$ cat config.mk
export PLATFORM = sky130hd
export DESIGN_NAME = max_pool_2d
export DESIGN_NICKNAME = d
export VERILOG_FILES = /design/src/rtl/max_pool_pkg.sv /design/src/rtl/pool_addr_gen.sv /design/src/rtl/max_pool_2d.sv
export SDC_FILE = /design/constraint.sdc
export NUM_CORES = 1
export LEC_CHECK = 0
export ABC_AREA = 1
export CORE_MARGIN = 8
export CORE_UTILIZATION = 48
export CTS_BUF_LIST = sky130_fd_sc_hd__clkbuf_4 sky130_fd_sc_hd__clkbuf_8
export DETAILED_ROUTE_END_ITERATION = 16
export HOLD_SLACK_MARGIN = 0.1
export PLACE_DENSITY = 0.69
export SLEW_MARGIN = 5
export SYNTH_ARGS = -nofsm -noshare
export SYNTH_HDL_FRONTEND = slang
export SYNTH_SLANG_ARGS = --single-unit
$ cat constraint.sdc
create_clock -name clk -period 6.6 [get_ports clk]
set_clock_uncertainty 0.05 [all_clocks]
set_input_delay 1.32 -clock clk [delete_from_list [all_inputs] [get_ports clk]]
set_output_delay 1.32 -clock clk [all_outputs]
set_load 0.02 [all_outputs]
$ cat src/rtl/max_pool_pkg.sv
// rtl/max_pool_pkg.sv - shared data width, sample type, FSM encoding and width helper for max_pool_2d
package max_pool_pkg;

  localparam int DATA_W = 16;

  typedef logic signed [DATA_W-1:0] data_t;

  typedef enum logic [1:0] {
    ST_IDLE = 2'd0,
    ST_RUN  = 2'd1,
    ST_DONE = 2'd2
  } state_e;

  // Counter/address width that never collapses to zero bits for degenerate sizes.
  function automatic int cnt_w(input int n);
    return (n > 1) ? $clog2(n) : 1;
  endfunction

endpackage

$ cat src/rtl/pool_addr_gen.sv
// rtl/pool_addr_gen.sv - channel/oy/ox/window counters for max_pool_2d: registered read
// address, output (window) index and first/last-element and last-window flags.
module pool_addr_gen
  import max_pool_pkg::*;
#(
  parameter int W  = 62,
  parameter int H  = 62,
  parameter int C  = 30,
  parameter int S  = 2,
  parameter int IA = 17,
  parameter int OA = 15
) (
  input  logic          clk,
  input  logic          reset,
  input  logic          clear,
  input  logic          advance,
  output logic [IA-1:0] input_addr,
  output logic [OA-1:0] win_addr,
  output logic          first_elem,
  output logic          last_elem,
  output logic          last_win
);

  localparam int OW = W / S;
  localparam int OH = H / S;
  localparam int CW = cnt_w(C);
  localparam int YW = cnt_w(OH);
  localparam int XW = cnt_w(OW);
  localparam int SW = cnt_w(S);

  localparam logic [SW-1:0] S_LAST  = SW'(S - 1);
  localparam logic [XW-1:0] OX_LAST = XW'(OW - 1);
  localparam logic [YW-1:0] OY_LAST = YW'(OH - 1);
  localparam logic [CW-1:0] C_LAST  = CW'(C - 1);

  logic [CW-1:0] c_q, c_d;
  logic [YW-1:0] oy_q, oy_d;
  logic [XW-1:0] ox_q, ox_d;
  logic [SW-1:0] wy_q, wy_d, wx_q, wx_d;
  logic [OA-1:0] win_q, win_d;
  logic [IA-1:0] addr_q, addr_d;

  assign first_elem = (wy_q == '0) && (wx_q == '0);
  assign last_elem  = (wy_q == S_LAST) && (wx_q == S_LAST);
  assign last_win   = (c_q == C_LAST) && (oy_q == OY_LAST) && (ox_q == OX_LAST);
  assign input_addr = addr_q;
  assign win_addr   = win_q;

  always_comb begin
    c_d   = c_q;
    oy_d  = oy_q;
    ox_d  = ox_q;
    wy_d  = wy_q;
    wx_d  = wx_q;
    win_d = win_q;
    if (clear) begin
      c_d   = '0;
      oy_d  = '0;
      ox_d  = '0;
      wy_d  = '0;
      wx_d  = '0;
      win_d = '0;
    end else if (advance) begin
      if (wx_q != S_LAST) begin
        wx_d = wx_q + SW'(1);
      end else begin
        wx_d = '0;
        if (wy_q != S_LAST) begin
          wy_d = wy_q + SW'(1);
        end else begin
          wy_d  = '0;
          win_d = last_win ? '0 : win_q + OA'(1);
          if (ox_q != OX_LAST) begin
            ox_d = ox_q + XW'(1);
          end else begin
            ox_d = '0;
            if (oy_q != OY_LAST) begin
              oy_d = oy_q + YW'(1);
            end else begin
              oy_d = '0;
              c_d  = (c_q == C_LAST) ? '0 : c_q + CW'(1);
            end
          end
        end
      end
    end
    // Address of the element the next cycle will present; trailing rows/columns are unreachable.
    addr_d = IA'(32'(c_d) * (W * H) + (32'(oy_d) * S + 32'(wy_d)) * W
                 + 32'(ox_d) * S + 32'(wx_d));
  end

  always_ff @(posedge clk or negedge reset) begin
    if (!reset) begin
      c_q    <= '0;
      oy_q   <= '0;
      ox_q   <= '0;
      wy_q   <= '0;
      wx_q   <= '0;
      win_q  <= '0;
      addr_q <= '0;
    end else begin
      c_q    <= c_d;
      oy_q   <= oy_d;
      ox_q   <= ox_d;
      wy_q   <= wy_d;
      wx_q   <= wx_d;
      win_q  <= win_d;
      addr_q <= addr_d;
    end
  end

endmodule

$ cat src/rtl/max_pool_2d.sv
// rtl/max_pool_2d.sv - streaming non-overlapping STRIDE x STRIDE signed max-pooling of a W x H x C volume.
// Define MAX_POOL_RELU_EN to clamp negative window maxima to zero before output (fused ReLU).
module max_pool_2d
  import max_pool_pkg::*;
#(
  parameter int INPUT_WIDTH    = 62,
  parameter int INPUT_HEIGHT   = 62,
  parameter int INPUT_CHANNELS = 30,
  parameter int STRIDE         = 2,
  localparam int OW = INPUT_WIDTH / STRIDE,
  localparam int OH = INPUT_HEIGHT / STRIDE,
  localparam int IA = cnt_w(INPUT_WIDTH * INPUT_HEIGHT * INPUT_CHANNELS),
  localparam int OA = cnt_w(OW * OH * INPUT_CHANNELS)
) (
  input  logic                     clk,
  input  logic                     reset,
  input  logic                     enable,
  input  logic signed [DATA_W-1:0] input_data,
  output logic [IA-1:0]            input_addr,
  input  logic                     input_valid,
  output logic signed [DATA_W-1:0] pooled_output,
  output logic [OA-1:0]            output_addr,
  output logic                     output_valid,
  output logic                     pool_done
);

  state_e        state_q, state_d;
  data_t         max_q, max_d;
  data_t         pooled_q, pooled_d;
  logic [OA-1:0] output_addr_q, output_addr_d;
  logic          output_valid_q, output_valid_d;
  logic          pool_done_q, pool_done_d;

  data_t         cand;
  data_t         result;
  logic          sample;
  logic          clear;
  logic          first_elem, last_elem, last_win;
  logic [OA-1:0] win_addr;

  assign sample = (state_q == ST_RUN) && enable && input_valid;
  assign clear  = (state_q != ST_RUN) || !enable;

  pool_addr_gen #(
    .W  (INPUT_WIDTH),
    .H  (INPUT_HEIGHT),
    .C  (INPUT_CHANNELS),
    .S  (STRIDE),
    .IA (IA),
    .OA (OA)
  ) u_addr_gen (
    .clk        (clk),
    .reset      (reset),
    .clear      (clear),
    .advance    (sample),
    .input_addr (input_addr),
    .win_addr   (win_addr),
    .first_elem (first_elem),
    .last_elem  (last_elem),
    .last_win   (last_win)
  );

  always_comb begin
    cand = (first_elem || (input_data > max_q)) ? input_data : max_q;
`ifdef MAX_POOL_RELU_EN
    result = cand[DATA_W-1] ? '0 : cand;
`else
    result = cand;
`endif
  end

  always_comb begin
    state_d        = state_q;
    max_d          = max_q;
    pooled_d       = pooled_q;
    output_addr_d  = output_addr_q;
    output_valid_d = 1'b0;
    pool_done_d    = (state_q == ST_DONE) && enable;
    case (state_q)
      ST_IDLE: begin
        if (enable) state_d = ST_RUN;
      end
      ST_RUN: begin
        if (!enable) begin
          state_d = ST_IDLE;
        end else if (sample) begin
          max_d = cand;
          if (last_elem) begin
            output_valid_d = 1'b1;
            pooled_d       = result;
            output_addr_d  = win_addr;
            if (last_win) state_d = ST_DONE;
          end
        end
      end
      ST_DONE: begin
        if (!enable) state_d = ST_IDLE;
      end
      default: state_d = ST_IDLE;
    endcase
  end

  always_ff @(posedge clk or negedge reset) begin
    if (!reset) begin
      state_q        <= ST_IDLE;
      max_q          <= '0;
      pooled_q       <= '0;
      output_addr_q  <= '0;
      output_valid_q <= 1'b0;
      pool_done_q    <= 1'b0;
    end else begin
      state_q        <= state_d;
      max_q          <= max_d;
      pooled_q       <= pooled_d;
      output_addr_q  <= output_addr_d;
      output_valid_q <= output_valid_d;
      pool_done_q    <= pool_done_d;
    end
  end

  assign pooled_output = pooled_q;
  assign output_addr   = output_addr_q;
  assign output_valid  = output_valid_q;
  assign pool_done     = pool_done_q;

endmodule

==> results_tabular.tex <==
\begin{tabular}{lr}
\hline
Metric & Value \\
\hline
\multicolumn{2}{l}{\textbf{Run status}} \\
Outcome & completed \\
\multicolumn{2}{l}{\textbf{STA}} \\
Final setup violating endpoints & 0 \\
Minimum period implied by the final worst setup slack & 6.26 ns \\
Slew at the pin closest to its max-slew limit & 1.06 ns \\
Setup repair after global routing missed its margin & no \\
Relative max-transition margin & 29.0\% \\
Highest Clock Rate & 160 MHz \\
Final critical-path setup slack & 0.343 ns \\
Final-report hold violation count & 0 \\
Max-slew violation total from the final report & 0 \\
Worst hold margin & 0.431 ns \\
Post-route clock period utilization & 94.8\% \\
\multicolumn{2}{l}{\textbf{Global routing}} \\
GRT Resource Usage Total & 17.6\% \\
Vias in the first global route & 5731 \\
Pin count of the biggest net entering global routing & 84 \\
Remaining global-route overflow & 0 \\
Initial antenna violation count & 0 \\
Wire length of the first global-routing pass & 26600 µm \\
\multicolumn{2}{l}{\textbf{Min path}} \\
Type of the worst min-delay path & reg2reg \\
\multicolumn{2}{l}{\textbf{Worst setup path}} \\
Arr. time, crit path & 6.52 ns \\
Cell type with the highest occurrence count on the critical path & sky130\_fd\_sc\_hd\_\_nand2\_1 \\
Critical Path Sink Type & flop \\
Req. time, crit path & 6.86 ns \\
Critical path class & in2reg \\
Largest stage delay on the critical path & 0.58 ns \\
Number of buffers and inverters on the critical path & 5 \\
Largest fanout of any net on the critical path & 5 \\
Worst path top cell family by delay & adder cells \\
Max stage delay cell, worst path & sky130\_fd\_sc\_hd\_\_fa\_1 \\
Worst setup SP type & input port \\
\multicolumn{2}{l}{\textbf{Clock network}} \\
TritonCTS buffer count & 9 \\
H-Tree Depth & 3 \\
Clk sinks & 99 \\
Clock root buffer & sky130\_fd\_sc\_hd\_\_clkbuf\_8 \\
CTS hold repair buffers & 0 \\
Insertion delay to the later sink of the worst-skew pair & 0.39 ns \\
Maximum number of buffers from clock root to sink & 2 \\
CTS tree & yes \\
Clock slew at the register clock pins of the worst setup and hold paths & 0.09 ns \\
\multicolumn{2}{l}{\textbf{Floorplan}} \\
Initial core utilization & 48.6\% \\
Std-Cell Rows & 44 \\
DIE AREA & 18700 µm² \\
Placeable core region & 14400 µm² \\
Die Height & 137 µm \\
Horiz. Die Dim & 137 µm \\
Top-level I/O count & 70 \\
\multicolumn{2}{l}{\textbf{Routing}} \\
Vias per cell & 4.85 \\
Total vias in the final route & 5665 \\
Met1 WL & 7170 µm \\
Detail Route met3 WL & 605 µm \\
First-iteration detailed-routing DRC count & 321 \\
Average detailed-routed wire length per instance & 13.2 µm \\
Number of remaining DRC errors & 0 \\
Number of nets still failing antenna checks after routing & 0 \\
Number of iterations in the first detailed-routing pass & 4 \\
Highest Signal Layer & met4 \\
Total Routed Length & 15400 µm \\
Met2 wire length & 7270 µm \\
\multicolumn{2}{l}{\textbf{Yosys}} \\
Register bit count reported by yosys & 99 \\
Number of instances in the synthesized netlist & 842 \\
Netlist area before placement & 6990 µm² \\
Yosys warning total & 0 \\
Unique masters post-synth & 43 \\
Top flip-flop cell by instance count after synthesis & sky130\_fd\_sc\_hd\_\_dfrtp\_1 \\
Count of flip-flops with a built-in enable after synthesis & 0 \\
Number of nets in the synthesized netlist & 963 \\
Average cell area after synthesis & 8.30 µm² \\
Async set or reset register ratio after synthesis & 100\% \\
Portion of the post-synthesis area used by sequential elements & 35.4\% \\
\multicolumn{2}{l}{\textbf{Layout}} \\
Proportion of layout cells with a drive suffix above 1 & 12.7\% \\
Seq. cell area & 2480 µm² \\
Filler cell count & 1267 \\
Final Net Count & 1099 \\
Multi-input logic area & 3880 µm² \\
Finished Layout Cells & 1167 \\
Most common cell after layout, fill and taps aside & sky130\_fd\_sc\_hd\_\_nand2\_1 \\
Area Growth Syn to Fin & 23.6\% \\
N\_diodes & 0 \\
Commonest non-fill, non-tap cells in the layout & sky130\_fd\_sc\_hd\_\_nand2\_1 (180), sky130\_fd\_sc\_hd\_\_inv\_1 (157), sky130\_fd\_sc\_hd\_\_dfrtp\_1 (99) \\
\multicolumn{2}{l}{\textbf{Power}} \\
Peak ir drop on the vdd network & 91.5 µV \\
Post-layout power & 1.59 mW \\
Leakage power & 4.82 nW \\
P per Cell Area & 184 nW/µm² \\
\multicolumn{2}{l}{\textbf{Place}} \\
Placed Cells & 1149 \\
Number of port buffers & 69 \\
Worst slack at placement & -0.579 ns \\
Routability Congestion & 0.885 \\
Detailed placement HPWL & 11900 µm \\
\multicolumn{2}{l}{\textbf{Run}} \\
Number of maximum-capacitance violations & 0 \\
\hline
\end{tabular}
## power breakdown
| part | internal [mW] | switching, mW |
|---|---|---|
| Clock | 0.219 | 0.225 |
| Sequential | 0.661 | 0.0316 |
| Combinational | 0.167 | 0.282 |
| Total | 1.05 | 0.539 |
## area by class of cell
cell class,count,share of cell area (%)
clock inverters,6,1.01
multi-input cells,566,45.0
well taps,184,2.67
repair buffers,137,13.9
inverters,165,7.23
flip-flops and latches,99,28.7
clock buffers,10,1.52
## flip-flops by register name, summed over array words and instances (netlist names)
name	cells
max_q	16
output_addr	15
output_valid	1
pool_done	1
pooled_output	16
state_q	2
u_addr_gen.c_q	5
u_addr_gen.input_addr	17
u_addr_gen.ox_q	5
u_addr_gen.oy_q	5
u_addr_gen.win_addr	15
u_addr_gen.wy_q	1
## worst reg2reg max path: cells and delay by family (launching register included)
kind	cells	cell delay, ns
xor+xnor	1	0.14
compound gates	6	0.96
buf+inv	4	0.41
fa+ha+maj	7	2.41
flops	1	0.42
simple gates	13	1.33
## cell usage after synthesis, types with 2 or more instances
cell	count	area [µm²]
sky130_fd_sc_hd__o21a_1	2	15.0
sky130_fd_sc_hd__a31oi_1	5	31.3
sky130_fd_sc_hd__inv_2	5	18.8
sky130_fd_sc_hd__o22ai_1	4	25.0
sky130_fd_sc_hd__fa_1	21	420
sky130_fd_sc_hd__nor4_1	2	12.5
sky130_fd_sc_hd__a21o_1	6	45.0
sky130_fd_sc_hd__xor2_1	18	158
sky130_fd_sc_hd__nand2_1	180	676
sky130_fd_sc_hd__nand4_1	9	56.3
sky130_fd_sc_hd__nor2_1	39	146
sky130_fd_sc_hd__nor3_2	3	30.0
sky130_fd_sc_hd__clkbuf_1	6	22.5
sky130_fd_sc_hd__ha_1	80	1000
sky130_fd_sc_hd__o211a_1	2	20.0
sky130_fd_sc_hd__nand3_2	5	50.1
sky130_fd_sc_hd__buf_4	3	22.5
sky130_fd_sc_hd__o21ai_1	2	10.0
sky130_fd_sc_hd__o21ai_0	34	170
sky130_fd_sc_hd__a21oi_1	28	140
sky130_fd_sc_hd__a221oi_1	2	17.5
sky130_fd_sc_hd__nor3_1	15	75.1
sky130_fd_sc_hd__inv_1	158	593
sky130_fd_sc_hd__nor2_4	4	45.0
sky130_fd_sc_hd__nand3_1	75	375
sky130_fd_sc_hd__buf_2	2	10.0
sky130_fd_sc_hd__dfrtp_1	99	2480
sky130_fd_sc_hd__nor2_8	4	80.1
sky130_fd_sc_hd__o21bai_1	3	22.5
sky130_fd_sc_hd__nor2_2	2	12.5
sky130_fd_sc_hd__xnor2_1	12	105
## kinds of logic (layout without fill, tap and decap cells)
kind of cell / count (synthesis) / in the layout / share of synthesized area [%]
AOI/OAI and AO/OA: 91 / 91 / 7.46
xor gates and xnor gates: 30 / 30 / 3.76
adders and majority gates: 101 / 101 / 20.3
buffers and inverters: 177 / 318 / 9.77
DFF: 99 / 99 / 35.4
and+or+nand+nor: 344 / 344 / 23.2
## what timing repair did
action | CTS | global route
pin swaps | 2 | 4
cloned | 0 | 0
buffers inserted | 1 | 1
resized for setup | 5 | 10
setup endpoints to repair | 6 | 9
## path summary, 6_finish.rpt
kind / start / to / slack, ns / cells after the start
max in group asynchronous: reset / u_addr_gen.win_addr[7] / 4.43 / 2
min reg2reg: output_addr[7] / output_addr[7] / 0.43 / 2
max reg2reg: u_addr_gen.ox_q[0] / u_addr_gen.input_addr[16] / 0.80 / 31
min: output_addr[7] / output_addr[7] / 0.43 / 2
max: enable / u_addr_gen.input_addr[16] / 0.34 / 32
min in group asynchronous: reset / u_addr_gen.input_addr[7] / 0.74 / 1
## layer usage
metal  vias up  global-route usage, %
met5         -                      0
met1      2596                   22.6
li1       2951                      -
met3        24                   2.94
met4         0                   7.02
met2        94                   29.1
## metrics by stage
stage	utilization [%]	TNS, ns	cell area (µm²)
2_1_floorplan	-	0	7010
3_3_place_gp	58.2	-2.16	8370
3_5_place_dp	58.2	-3.30	8370
4_1_cts	59.8	0	8600
5_1_grt	60.1	0	8640
6_report	60.1	0	8640
(Power assumes the default switching activity.)
